### src/rtl/uart_tx_core_pkg.sv
// Shared constants, state encodings and the per-frame configuration payload
// for the UART transmitter.
package uart_tx_core_pkg;

  localparam int unsigned WIDTH             = 8;
  localparam int unsigned BIT_COUNTER_WIDTH = $clog2(WIDTH);
  localparam int unsigned PS_WIDTH          = 5;

  // TX state encodings
  localparam logic [2:0] IDLE   = 3'd0;
  localparam logic [2:0] START  = 3'd1;
  localparam logic [2:0] DATA   = 3'd2;
  localparam logic [2:0] PARITY = 3'd3;
  localparam logic [2:0] STOP   = 3'd4;

  // Parity type
  localparam logic EVEN = 1'b0;
  localparam logic ODD  = 1'b1;

  // Everything latched at accept; the frame in flight depends only on this.
  typedef struct packed {
    logic [WIDTH-1:0]    data;
    logic                par_en;
    logic                par_typ;
    logic [PS_WIDTH-1:0] prescale;
  } tx_cfg_t;

  function automatic logic parity_bit(input logic [WIDTH-1:0] data, input logic par_typ);
    return (par_typ == ODD) ? ~^data : ^data;
  endfunction

endpackage

### src/rtl/uart_tx_core_if.sv
// Request/line bundle of the UART transmitter.
//   P_DATA, Data_Valid, PAR_EN, PAR_TYP, Prescale : request side (master drives)
//   TX_OUT, busy                                   : serial line and status (slave drives)
interface uart_tx_core_if;
  import uart_tx_core_pkg::*;

  logic [WIDTH-1:0]    P_DATA;
  logic                Data_Valid;
  logic                PAR_EN;
  logic                PAR_TYP;
  logic [PS_WIDTH-1:0] Prescale;
  logic                TX_OUT;
  logic                busy;

  modport master (
    output P_DATA, Data_Valid, PAR_EN, PAR_TYP, Prescale,
    input  TX_OUT, busy
  );

  modport slave (
    input  P_DATA, Data_Valid, PAR_EN, PAR_TYP, Prescale,
    output TX_OUT, busy
  );

endinterface

### src/rtl/uart_tx_core_tx_serializer.sv
// Data shift register plus bit counter for the UART transmitter.
//   CLK, RST   : clock, async active-low reset
//   load       : capture data_in, clear bit_cnt
//   shift_en   : move to the next data bit
//   clr        : clear bit_cnt (state change)
//   data_in    : word to serialise
//   shift_lsb  : bit currently on the line
//   shift_nxt  : bit that goes on the line after the next shift
//   bit_cnt    : index of the current data bit
module uart_tx_core_tx_serializer
  import uart_tx_core_pkg::*;
(
  input  logic                         CLK,
  input  logic                         RST,
  input  logic                         load,
  input  logic                         shift_en,
  input  logic                         clr,
  input  logic [WIDTH-1:0]             data_in,
  output logic                         shift_lsb,
  output logic                         shift_nxt,
  output logic [BIT_COUNTER_WIDTH-1:0] bit_cnt
);

  logic [WIDTH-1:0]             shift_q;
  logic [BIT_COUNTER_WIDTH-1:0] bit_cnt_q;

  // Load has priority; shift and clear never coincide.
  always_ff @(posedge CLK or negedge RST) begin
    if (!RST) begin
      shift_q   <= '0;
      bit_cnt_q <= '0;
    end else if (load) begin
      shift_q   <= data_in;
      bit_cnt_q <= '0;
    end else if (shift_en) begin
      shift_q   <= {1'b0, shift_q[WIDTH-1:1]};
      bit_cnt_q <= bit_cnt_q + BIT_COUNTER_WIDTH'(1);
    end else if (clr) begin
      bit_cnt_q <= '0;
    end
  end

  assign shift_lsb = shift_q[0];
  assign shift_nxt = shift_q[1];
  assign bit_cnt   = bit_cnt_q;

endmodule

### src/rtl/uart_tx_core.sv
// UART transmitter: start bit, WIDTH data bits LSB first, optional parity,
// one stop bit; each bit held for Prescale clocks (0 treated as 1).
//   CLK  : clock, rising edge
//   RST  : async active-low reset
//   bus  : uart_tx_core_if.slave (request in, TX_OUT/busy out, both registered)
module uart_tx_core
  import uart_tx_core_pkg::*;
(
  input  logic           CLK,
  input  logic           RST,
  uart_tx_core_if.slave  bus
);

  logic [2:0]                   state_q, state_d;
  logic [PS_WIDTH-1:0]          edge_cnt_q, edge_cnt_d;
  tx_cfg_t                      cfg_q;
  logic                         tx_q, tx_d;
  logic                         busy_q, busy_d;
  logic                         accept, shift_en, clr;
  logic                         bit_done, last_bit;
  logic                         shift_lsb, shift_nxt;
  logic [BIT_COUNTER_WIDTH-1:0] bit_cnt;
  logic [PS_WIDTH-1:0]          ps_in;

  assign ps_in    = (bus.Prescale == '0) ? PS_WIDTH'(1) : bus.Prescale;
  assign bit_done = (edge_cnt_q == cfg_q.prescale - PS_WIDTH'(1));
  assign last_bit = (bit_cnt == BIT_COUNTER_WIDTH'(WIDTH - 1));

  uart_tx_core_tx_serializer u_ser (
    .CLK       (CLK),
    .RST       (RST),
    .load      (accept),
    .shift_en  (shift_en),
    .clr       (clr),
    .data_in   (bus.P_DATA),
    .shift_lsb (shift_lsb),
    .shift_nxt (shift_nxt),
    .bit_cnt   (bit_cnt)
  );

  // Next state, counter and registered-output values.
  // A request is taken in IDLE or on the last stop cycle, so frames can abut.
  always_comb begin
    state_d    = state_q;
    edge_cnt_d = edge_cnt_q + PS_WIDTH'(1);
    accept     = 1'b0;
    shift_en   = 1'b0;
    tx_d       = 1'b1;

    case (state_q)
      IDLE: begin
        if (bus.Data_Valid) begin
          accept  = 1'b1;
          state_d = START;
        end
      end
      START: begin
        if (bit_done) state_d = DATA;
      end
      DATA: begin
        if (bit_done) begin
          if (last_bit) state_d = cfg_q.par_en ? PARITY : STOP;
          else          shift_en = 1'b1;
        end
      end
      PARITY: begin
        if (bit_done) state_d = STOP;
      end
      STOP: begin
        if (bit_done) begin
          if (bus.Data_Valid) begin
            accept  = 1'b1;
            state_d = START;
          end else begin
            state_d = IDLE;
          end
        end
      end
      default: state_d = IDLE;
    endcase

    if (bit_done || state_q == IDLE) edge_cnt_d = '0;
    clr = (state_d != state_q);

    // Line level for the coming cycle, from the state being entered.
    case (state_d)
      START:   tx_d = 1'b0;
      DATA:    tx_d = shift_en ? shift_nxt : shift_lsb;
      PARITY:  tx_d = parity_bit(cfg_q.data, cfg_q.par_typ);
      default: tx_d = 1'b1;
    endcase

    busy_d = (state_d != IDLE);
  end

  always_ff @(posedge CLK or negedge RST) begin
    if (!RST) begin
      state_q    <= IDLE;
      edge_cnt_q <= '0;
      cfg_q      <= '0;
      tx_q       <= 1'b1;
      busy_q     <= 1'b0;
    end else begin
      state_q    <= state_d;
      edge_cnt_q <= edge_cnt_d;
      tx_q       <= tx_d;
      busy_q     <= busy_d;
      if (accept) begin
        cfg_q <= '{data: bus.P_DATA, par_en: bus.PAR_EN, par_typ: bus.PAR_TYP, prescale: ps_in};
      end
    end
  end

  assign bus.TX_OUT = tx_q;
  assign bus.busy   = busy_q;

endmodule

### src/flat_wrapper.sv
// flat-port wrapper written by rule: the top's interface ports become plain ports
module uart_tx_core_flat import uart_tx_core_pkg::*;
  (CLK, RST, bus_P_DATA, bus_Data_Valid, bus_PAR_EN, bus_PAR_TYP, bus_Prescale, bus_TX_OUT, bus_busy);
  uart_tx_core_if bus_i ();
  input  logic CLK;
  input  logic RST;
  input wire logic [$bits(bus_i.P_DATA)-1:0] bus_P_DATA;
  input wire logic [$bits(bus_i.Data_Valid)-1:0] bus_Data_Valid;
  input wire logic [$bits(bus_i.PAR_EN)-1:0] bus_PAR_EN;
  input wire logic [$bits(bus_i.PAR_TYP)-1:0] bus_PAR_TYP;
  input wire logic [$bits(bus_i.Prescale)-1:0] bus_Prescale;
  output wire logic [$bits(bus_i.TX_OUT)-1:0] bus_TX_OUT;
  output wire logic [$bits(bus_i.busy)-1:0] bus_busy;
  assign bus_i.P_DATA = bus_P_DATA;
  assign bus_i.Data_Valid = bus_Data_Valid;
  assign bus_i.PAR_EN = bus_PAR_EN;
  assign bus_i.PAR_TYP = bus_PAR_TYP;
  assign bus_i.Prescale = bus_Prescale;
  assign bus_TX_OUT = bus_i.TX_OUT;
  assign bus_busy = bus_i.busy;
  uart_tx_core u_core (.CLK(CLK), .RST(RST), .bus(bus_i));
endmodule
### config.mk
export PLATFORM = sky130hd
export DESIGN_NAME = uart_tx_core_flat
export DESIGN_NICKNAME = d
export VERILOG_FILES = /design/src/rtl/uart_tx_core_pkg.sv /design/src/rtl/uart_tx_core_if.sv /design/src/rtl/uart_tx_core_tx_serializer.sv /design/src/rtl/uart_tx_core.sv /design/src/flat_wrapper.sv
export SDC_FILE = /design/constraint.sdc
export NUM_CORES = 1
export LEC_CHECK = 0
export ABC_AREA = 1
export CORE_MARGIN = 10
export CORE_UTILIZATION = 51
export DETAILED_ROUTE_END_ITERATION = 10
export PLACE_DENSITY = 0.72
export REMOVE_ABC_BUFFERS = 1
export SETUP_SLACK_MARGIN = 0.05
export SLEW_MARGIN = 0
export SYNTH_ARGS = -nofsm -noshare
export SYNTH_HDL_FRONTEND = slang
export SYNTH_HIERARCHICAL = 1
export SYNTH_SLANG_ARGS = --single-unit
### constraint.sdc
create_clock -name CLK -period 5.2 [get_ports CLK]
set_input_delay 1.04 -clock CLK [delete_from_list [all_inputs] [get_ports CLK]]
set_output_delay 1.04 -clock CLK [all_outputs]
set_load 0.1 [all_outputs]
# [Word level (Yosys, flattened, before mapping)]
# Cells that the tools add are included.
[totals] word_cells=56 inputBits=18 register_bits=36
[classes] n_eq_ne=10 add_sub_neg=3 n_reduce_logical=8 n_mux=25
[op_table] operator="3-bit 2-to-1 mux" count=10
[op_table] operator="8-bit 2-to-1 mux" count=2
[op_table] operator="3-bit case mux with 5 select lines" count=1
[op_table] operator="3-bit by 2-bit equality test with 1-bit output, second input constant" count=4
[op_table] operator="5-bit 2-to-1 mux" count=2
[op_table] operator="1-bit 2-to-1 mux" count=8
[op_table] operator="8-bit XNOR reduction" count=1
[op_table] operator="8-bit XOR reduction" count=1
[op_table] operator="3-bit by 1-bit equality test with 1-bit output, second input constant" count=2
[op_table] operator="3-bit equality test, second input constant" count=2
[op_table] operator="3-bit nonzero test" count=2
[op_table] operator="5-bit by 1-bit adder with 5-bit output, second input constant" count=1
[op_table] operator="5-bit equality test" count=1
[op_table] operator="5-bit logical NOT" count=1
[op_table] operator="5-bit by 1-bit subtractor with 5-bit output, second input constant" count=1
[op_table] operator="3-bit by 1-bit adder with 3-bit output, second input constant" count=1
[op_table] operator="3-bit logical NOT" count=1
[op_table] operator="3-bit != test" count=1
[op_table] operator="1-bit case mux with 3 select lines" count=1
[op_table] operator="1-bit case mux with 2 select lines" count=1
[op_table] operator="2-bit nonzero test" count=1
[op_table] operator="1-bit logical OR" count=1

# [Depth between registers and ports, before layout]
# Gate-level depths: netlist of run 1.
[logic_depth] ltp_word=8 depth_mapped=18 mapped_depth_nobuf=18

# [Cells and area by module]
# Netlist of run 1, hierarchy kept.
[by_module_without_submodules] module="uart_tx_core" cells_each=197 area_each_um2=1490.2 instances=1
[by_module_without_submodules] module="uart_tx_core_tx_serializer" cells_each=65 area_each_um2=549.3 instances=1

# [Worst setup path before layout of run 1]
# No wires, ideal clock.
[synth_timing] path_kind="register to register" startpoint="register u_core/cfg_q[0] (netlist bit)" endpoint="register u_core.u_ser.shift_q[0]" required_ns=5.076 arrival_ns=1.823 slack_ns=3.253 path_stages_with_launch=18 path_cell_list="dfrtp_1 inv_2 ha_1 inv_1 nand2_1 nand2_1 nor2_1 nand2_1 nor2_4 nand2_4 inv_2 nand3_2 nand2_4 buf_8 buf_6 inv_4 nand3_1 nand3_1"
[synth_via] elab_chain_len=5 word_cells_on_any_way=8 cone_classes="add/sub (1); eq/ne (1); mux (5); reduce/logical (1)"
[synth_lines] element="start: declaration" line_no="uart_tx_core.sv:16" source="tx_cfg_t cfg_q;"
[synth_lines] element="start signal: assignment" line_no="uart_tx_core.sv:109" source="cfg_q <= '{data: bus.P_DATA, par_en: bus.PAR_EN, par_typ: bus.PAR_TYP, prescale: ps_in};"
[synth_lines] element="5-bit by 1-bit subtractor with 5-bit output (*)" line_no="uart_tx_core.sv:26" source="assign bit_done = (edge_cnt_q == cfg_q.prescale - PS_WIDTH'(1));"
[synth_lines] element="5-bit equality test (*)" line_no="uart_tx_core.sv:26"
[synth_lines] element="1-bit 2-to-1 mux (*)" line_no="uart_tx_core.sv:70" source="if (bit_done) begin"
[synth_lines] element="1-bit case mux with 2 select lines (*)" line_no="uart_tx_core.sv:50" source="case (state_q)"
[synth_lines] element="named net u_core.accept" line_no="uart_tx_core.sv:19" source="logic accept, shift_en, clr;"
[synth_lines] element="8-bit 2-to-1 mux or 2-bit nonzero test (tied branches)"
[synth_lines] element="end signal: assignment" line_no="uart_tx_core_tx_serializer.sv:33" source="shift_q <= data_in;"
[synth_lines] element="end signal: assignment" line_no="uart_tx_core_tx_serializer.sv:36" source="shift_q <= {1'b0, shift_q[WIDTH-1:1]};"
[synth_lines] element="end: declaration" line_no="uart_tx_core_tx_serializer.sv:24" source="logic [WIDTH-1:0] shift_q;"
# Mark *: on every way through the listed nets, which the timed path passes. The rest lies on a longest branch.
# A chain may end at the register's enable or synchronous reset.

# [Final worst setup path of run 1]
[layout_timing] startpoint="register u_core.tx_q, in the netlist u_core/bus.TX_OUT" endpoint="output bus_TX_OUT"
[layout_rtl] element="start: declaration" line_no="uart_tx_core.sv:17" source="logic tx_q, tx_d;"
[layout_rtl] element="start signal: assignment" line_no="uart_tx_core.sv:106" source="tx_q <= tx_d;"
[layout_rtl] element="end: declaration" line_no="flat_wrapper.sv:12" source="output wire logic [$bits(bus_i.TX_OUT)-1:0] bus_TX_OUT;"
# No word-level cell between the ends.

==> metrics.txt, run 1 <==
overall routing resource usage 11.8%; number of search-and-repair iterations in the first detailed-routing pass 4; global-route wire length before repair 6970 um; CTS tree built; Worst Path Class, Setup register to output pin; number of endpoints failing setup at the final stage 0; overall die width 83.2 um; Post-Route M1 WL 1790 um; family with the most delay on the worst path buffers and inverters; count of hold buffers inserted by post-cts repair 0; Max Buffers Root-to-Sink 2; total clock buffers created by CTS 5; Rel. slew slack 35.4%; maximum clock frequency 337 MHz; hold_sp u_core/u_ser/shift_q[7]$_DFFE_PN0P_; count of inserted antenna diode cells 0; number of sinks driven by the clock tree 36; worst min-delay path endpoint u_core/u_ser/shift_q[7]$_DFFE_PN0P_; crit-path max cell delay 1.12 ns; number of global-route vias before repair 1,634; worst min path class register to register; overall power after layout 0.510 mW; Highest Signal Layer met4; top area cells in the synthesized netlist dfrtp_1 (43%), nand2_1 (18%), nand3_1 (7.9%); via count 1,645; count of flip-flops with a built-in enable after synthesis 0; largest net degree at the start of global routing 37; Static Leak 1.19 nW; post-CTS resize count 0; proportion of layout cells with a drive suffix above 1 13.4%; Routability Congestion 0.828; number of H-tree levels 2; hold path cells 2; Seq/Total Area, Yosys 44.2%; Period Utilization, post-route 57.0%; gr ovfl total 0; flip-flop and latch count after synthesis 36; mean instance size in the synthesized netlist 7.78 um^2; Clock transition at path regs 0.07 ns; fin crit period 2.96 ns; synth unique cells 29; count of warnings emitted by yosys 6; Worst IR Drop VDD 0.165 mV; routed length on met3 127 um; most instantiated library cell after synthesis nand2_1; vertical extent of the die 83.2 um; kind of launch point of the worst setup path register; Yosys top cell area share 42.9%; endpoints failing hold 0; max-slew violations 0; most frequent cells after synthesis nand2_1 (100), dfrtp_1 (35), nand3_1 (32), inv_1 (24), nor2_1 (11); Post-Route Setup TNS 0 ns; critical path, cell by cell clkdlybuf4s50_1; total I/O pin count 20; Primary FF master, synth dfrtp_1; wire length per cell 11.7 um; crit path max fanout 1; row count 22; crit path buf inv count 1; remaining design rule violation count 0; cell at the root of the clock tree clkbuf_8; growth of design area from synthesis to finish 13.4%; wire length on met2 1900 um; placeable core area 0.00377 mm^2; post-synthesis instance area 0.00204 mm^2; number of max-cap violations 0; final wirelength 3890 um; via density per instance 4.97; Worst R2R End u_core/cfg_q[8]$_DFFE_PN0P_; Critical R2R Launch u_core/cfg_q[1]$_DFFE_PN0P_; pwr dens 221 mW/mm^2; Post-Syn Instances 262; port buffer count 19; Critical Path Slowest Stage Cell clkdlybuf4s50_1; category of the worst setup path capture point output pin; Post-CTS Repair Setup Buffers 0; clk_skew 0.00735 ns; DR iter-0 viols 63; initial antenna violation count 0; effective utilization at floorplan 54.1%; status finished, final reports clean; path depth of the worst reg2reg path 15; RSZ-0062 raised after global routing false; dpl hpwl 2840 um; register-to-register setup slack 2.99 ns; Slew @ Worst Pin 0.966 ns; Worst-Skew Late Latency 0.29 ns; WP depth 1; Final nets 304; post-route antenna net violation count 0; signal arrival time at the worst endpoint 1.92 ns; fraction of registers with async set/reset 100%; die area 0.00693 mm^2; required time of the worst setup path 4.16 ns; Synth area leader dfrtp_1
-- power breakdown --
part           leakage, nW  switching (mW)  internal (mW)
combinational        0.688         0.00834         0.0109
sequential           0.448               0          0.280
clock               0.0503          0.0929          0.118
total                 1.19           0.101          0.409
-- metrics by stage --
stage	instance area (um^2)	setup WS (ns)	instances	util, %	hold slack (ns)
after floorplan	1970	3.28	257	-	0.443
after global placement	2220	2.54	324	58.8	0.464
after detailed placement	2220	2.53	324	58.8	0.466
after CTS	2310	2.21	331	61.3	0.480
after global routing	2310	2.19	331	61.3	0.514
final	2310	2.24	331	61.3	0.483
-- worst register-to-register path: cells and delay by family (launching register included) --
family,cells,cell delay [ns]
and+or+nand+nor,10,1.13
buffers and inverters,4,0.40
DFF,1,0.36
adders and majority gates,1,0.21
-- cells in the final DEF (no fill, tap or decap), drive strengths merged, types with 3 or more instances in the layout --
cell type and instances:
clkbuf 7, clkdlybuf4s50 18, dfrtp 35, ha 3, inv 32, nand2 105
nand3 35, nor2 17, o21ai 9, xnor2 6, xor2 3
-- cell families after synthesis --
family / share of synthesized area, %
flops: 44.2
xor+xnor: 3.87
buf+inv: 9.57
fa+ha+maj: 1.84
compound gates: 3.37
simple gates: 37.1
-- worst max-delay path by stage --
| stage | slack, ns | to | start |
|---|---|---|---|
| 6_report | 2.24 | bus_TX_OUT | u_core/bus.TX_OUT$_DFF_PN1_ |
| 2_1_floorplan | 3.28 | bus_busy | u_core/bus.busy$_DFF_PN0_ |
| 5_1_grt | 2.19 | bus_TX_OUT | u_core/bus.TX_OUT$_DFF_PN1_ |
| 4_1_cts | 2.21 | bus_TX_OUT | u_core/bus.TX_OUT$_DFF_PN1_ |
| 3_5_place_dp | 2.53 | bus_TX_OUT | u_core/bus.TX_OUT$_DFF_PN1_ |
| 3_3_place_gp | 2.54 | bus_TX_OUT | u_core/bus.TX_OUT$_DFF_PN1_ |
-- area by class of cell --
cell class                      instances  area (um^2)
Timing Repair Buffer                   19          185
Multi-Input combinational cell        188          942
Sequential cell                        36          902
Inverter                               33          126
Fill cell                             354         1460
Tap cell                               48         60.1
Clock buffer                            7         96.3
-- registers in the layout, indices dropped and copies added, names as in the netlist --
name and count:
u_core/u_ser/shift_q 8, u_core/edge_cnt_q 5, u_core/bus.busy 1, u_core/u_ser/bit_cnt 3
u_core/bus.TX_OUT 1, u_core/cfg_q 15, u_core/state_q 3
-- layer usage --
metal | GRT usage [%] | vias up
li1 | - | 854
met1 | 13.2 | 764
met2 | 20.2 | 21
met3 | 3.81 | 6
met4 | 4.62 | 0
met5 | 0 | -
No activity file was read; power rests on OpenSTA's default activity.
==> run 2, diff against run 1 <==
==> constraint.sdc (replaced) <==
create_clock -name CLK -period 2.8 [get_ports CLK]
set_input_delay 0.56 -clock CLK [delete_from_list [all_inputs] [get_ports CLK]]
set_output_delay 0.56 -clock CLK [all_outputs]
set_load 0.1 [all_outputs]
==> metrics.txt, run 2 (synthesis results as in run 1) <==
via count 1,634 (was 1,645); max-slew violations 0 (unchanged); Post-Route M1 WL 1830 um (was 1790 um); fin crit period 2.18 ns; Switching Power 0.196 mW (was 0.101 mW); pwr dens 407 mW/mm^2 (was 221 mW/mm^2); share of total power in combinational logic 3.9% (was 3.8%); internal power 0.741 mW (was 0.409 mW); RSZ-0062 raised after global routing false (unchanged); total I/O pin count 20 (unchanged); Worst IR Drop VDD 0.254 mV (was 0.165 mV); port buffer count 19 (unchanged); die area 0.00693 mm^2 (unchanged); most flop-heavy register u_core/cfg_q (unchanged); Max Buffers Root-to-Sink 2 (unchanged); Clock transition at path regs 0.07 ns (about the same); via density per instance 4.92 (was 4.97); proportion of layout cells with a drive suffix above 1 13.7% (was 13.4%); wire length per cell 11.8 um (was 11.7 um); fin util 61.0% (was 61.3%); max FFs per register 15 (unchanged); switching power as a share of total power 20.9% (was 19.8%); post-route antenna net violation count 0 (unchanged); leading registers by flop count u_core/cfg_q x15, u_core/u_ser/shift_q x8, u_core/edge_cnt_q x5 (unchanged); DR iter-0 viols 78 (was 63); Routability Congestion 0.841 (was 0.828); overall routing resource usage 12.0% (was 11.8%); Critical R2R Launch u_core/cfg_q[1]$_DFFE_PN0P_ (unchanged); Clock Power Share 40.6% (was 41.3%); required time of the worst setup path 2.98 ns (was 4.16 ns); Highest Signal Layer met4 (unchanged); cell at the root of the clock tree clkbuf_8 (unchanged); clk_skew 0.00660 ns (was 0.00735 ns); number of endpoints failing setup at the final stage 0 (unchanged); number of max-cap violations 0 (unchanged); number of sinks driven by the clock tree 36 (unchanged); row count 22 (unchanged); gr ovfl total 0 (unchanged); Period Utilization, post-route 77.7%; overall power after layout 0.937 mW (was 0.510 mW); crit path max fanout 33 (was 1); dpl hpwl 2880 um (was 2840 um); leading cell types in the layout, fill and taps excluded nand2_1 (100), dfrtp_1 (35), nand3_1 (32) (unchanged); relative contribution of sequential cells to total power 55.5% (was 54.9%); Post-Route Setup TNS 0 ns (unchanged); number of H-tree levels 2 (unchanged); count of placed standard cells including taps 324 (unchanged); multi-input logic area 942 um^2 (unchanged); # fillers 331 (was 354); most common cell after layout, fill and taps aside nand2_1 (unchanged); growth of design area from synthesis to finish 12.8% (was 13.4%); number of global-route vias before repair 1,637 (was 1,634); path depth of the worst reg2reg path 15 (unchanged); number of search-and-repair iterations in the first detailed-routing pass 4 (unchanged); category of the worst setup path capture point register (was output pin); global-route wire length before repair 7060 um (was 6970 um); Worst Path Class, Setup register to register (was register to output pin); FF/Latch Area 902 um^2 (unchanged); worst min path class primary input to async pin (was register to register); register-to-register setup slack 0.62 ns (was 2.99 ns); post-CTS resize count 0 (unchanged); Slew @ Worst Pin 0.801 ns (was 0.966 ns); endpoints failing hold 0 (unchanged); Worst-Skew Late Latency 0.29 ns (about the same); remaining design rule violation count 0 (unchanged); count of inserted antenna diode cells 0 (unchanged); placeable core area 0.00377 mm^2 (unchanged); initial antenna violation count 0 (unchanged); vertical extent of the die 83.2 um (unchanged); CTS tree built (unchanged); effective utilization at floorplan 54.1% (unchanged); Final nets 304 (unchanged); number of standard cells in the final layout excluding fillers 332 (was 331); status finished, final reports clean (unchanged); overall die width 83.2 um (unchanged); kind of launch point of the worst setup path register (unchanged); Worst R2R End u_core/u_ser/shift_q[6]$_DFFE_PN0P_ (was u_core/cfg_q[8]$_DFFE_PN0P_); largest net degree at the start of global routing 37 (unchanged); count of hold buffers inserted by post-cts repair 0 (unchanged); total clock buffers created by CTS 5 (unchanged); wire length on met2 1890 um (was 1900 um); Static Leak 1.18 nW (was 1.19 nW); signal arrival time at the worst endpoint 2.35 ns (was 1.92 ns); Post-CTS Repair Setup Buffers 0 (unchanged); Rel. slew slack 46.6% (was 35.4%); routed length on met3 125 um (was 127 um); maximum clock frequency 460 MHz; final wirelength 3910 um (was 3890 um)
## run 2: cell types whose count changed in the layout (fill, tap and decap cells not counted)
| cell | previous run | this run |
|---|---|---|
| buf_4 | 0 | 2 |
| clkbuf_1 | 0 | 2 |
| clkbuf_8 | 7 | 6 |
| clkdlybuf4s50_1 | 18 | 16 |
## run 2: how the worst max path moves through the flow
| stage | startpoint | end | slack [ns] | depth (start not counted) |
|---|---|---|---|---|
| floorplan | u_core/cfg_q[0]$_DFFE_PN0P_ | u_core/u_ser/shift_q[0]$_DFFE_PN0P_ | 0.90 | 15 |
| global placement | u_core/cfg_q[1]$_DFFE_PN0P_ | u_core/u_ser/shift_q[3]$_DFFE_PN0P_ | 0.67 | 15 |
| detailed placement | u_core/cfg_q[1]$_DFFE_PN0P_ | u_core/u_ser/shift_q[6]$_DFFE_PN0P_ | 0.64 | 15 |
| CTS | u_core/cfg_q[1]$_DFFE_PN0P_ | u_core/cfg_q[8]$_DFFE_PN0P_ | 0.63 | 15 |
| global route | u_core/cfg_q[1]$_DFFE_PN0P_ | u_core/cfg_q[9]$_DFFE_PN0P_ | 0.40 | 15 |
| finish | u_core/cfg_q[1]$_DFFE_PN0P_ | u_core/u_ser/shift_q[6]$_DFFE_PN0P_ | 0.62 | 15 |
## run 2: routing by layer
metal	track usage, %	up-vias
li1	-	855
met1	13.6	751
met2	19.7	21
met3	3.81	7
met4	6.15	0
met5	0	-
## run 2: metrics by stage
stage,area (um^2),hold slack [ns],setup WS (ns)
final,2300,0.355,0.624
after global routing,2300,0.418,0.395
after CTS,2300,0.373,0.631
after detailed placement,2210,0.469,0.635
after global placement,2210,0.459,0.665
after floorplan,1970,0.264,0.898
## run 2: final cells by class
type,instances,share of cell area [%]
multi-input combinational,188,40.9
timing repair buffer,19,7.83
clock buffer,8,3.92
tap,48,2.61
sequential,36,39.2
inverter,33,5.49
## run 2: power groups by stage
| stage | clock network (mW) | registers, mW | logic [mW] |
|---|---|---|---|
| floorplan | 0 | 0.530 | 0.000269 |
| global placement | 0 | 0.530 | 0.0372 |
| detailed placement | 0 | 0.530 | 0.0375 |
| CTS | 0.397 | 0.520 | 0.0375 |
| global route | 0.418 | 0.519 | 0.0402 |
| finish | 0.380 | 0.520 | 0.0363 |
## run 2: critical path, cell delays in order (launching register included)
cell     delay (ns)
dfrtp_1        0.37
inv_1          0.11
ha_1           0.22
inv_1          0.05
nand2_1        0.07
nand2_1        0.05
nand2_1        0.05
nand2_1        0.05
nor2_2         0.19
nand2_4        0.11
inv_2          0.08
nand3_2        0.07
nand2_4        0.32
nor2_4         0.14
nand2_1        0.09
nand3_1        0.07
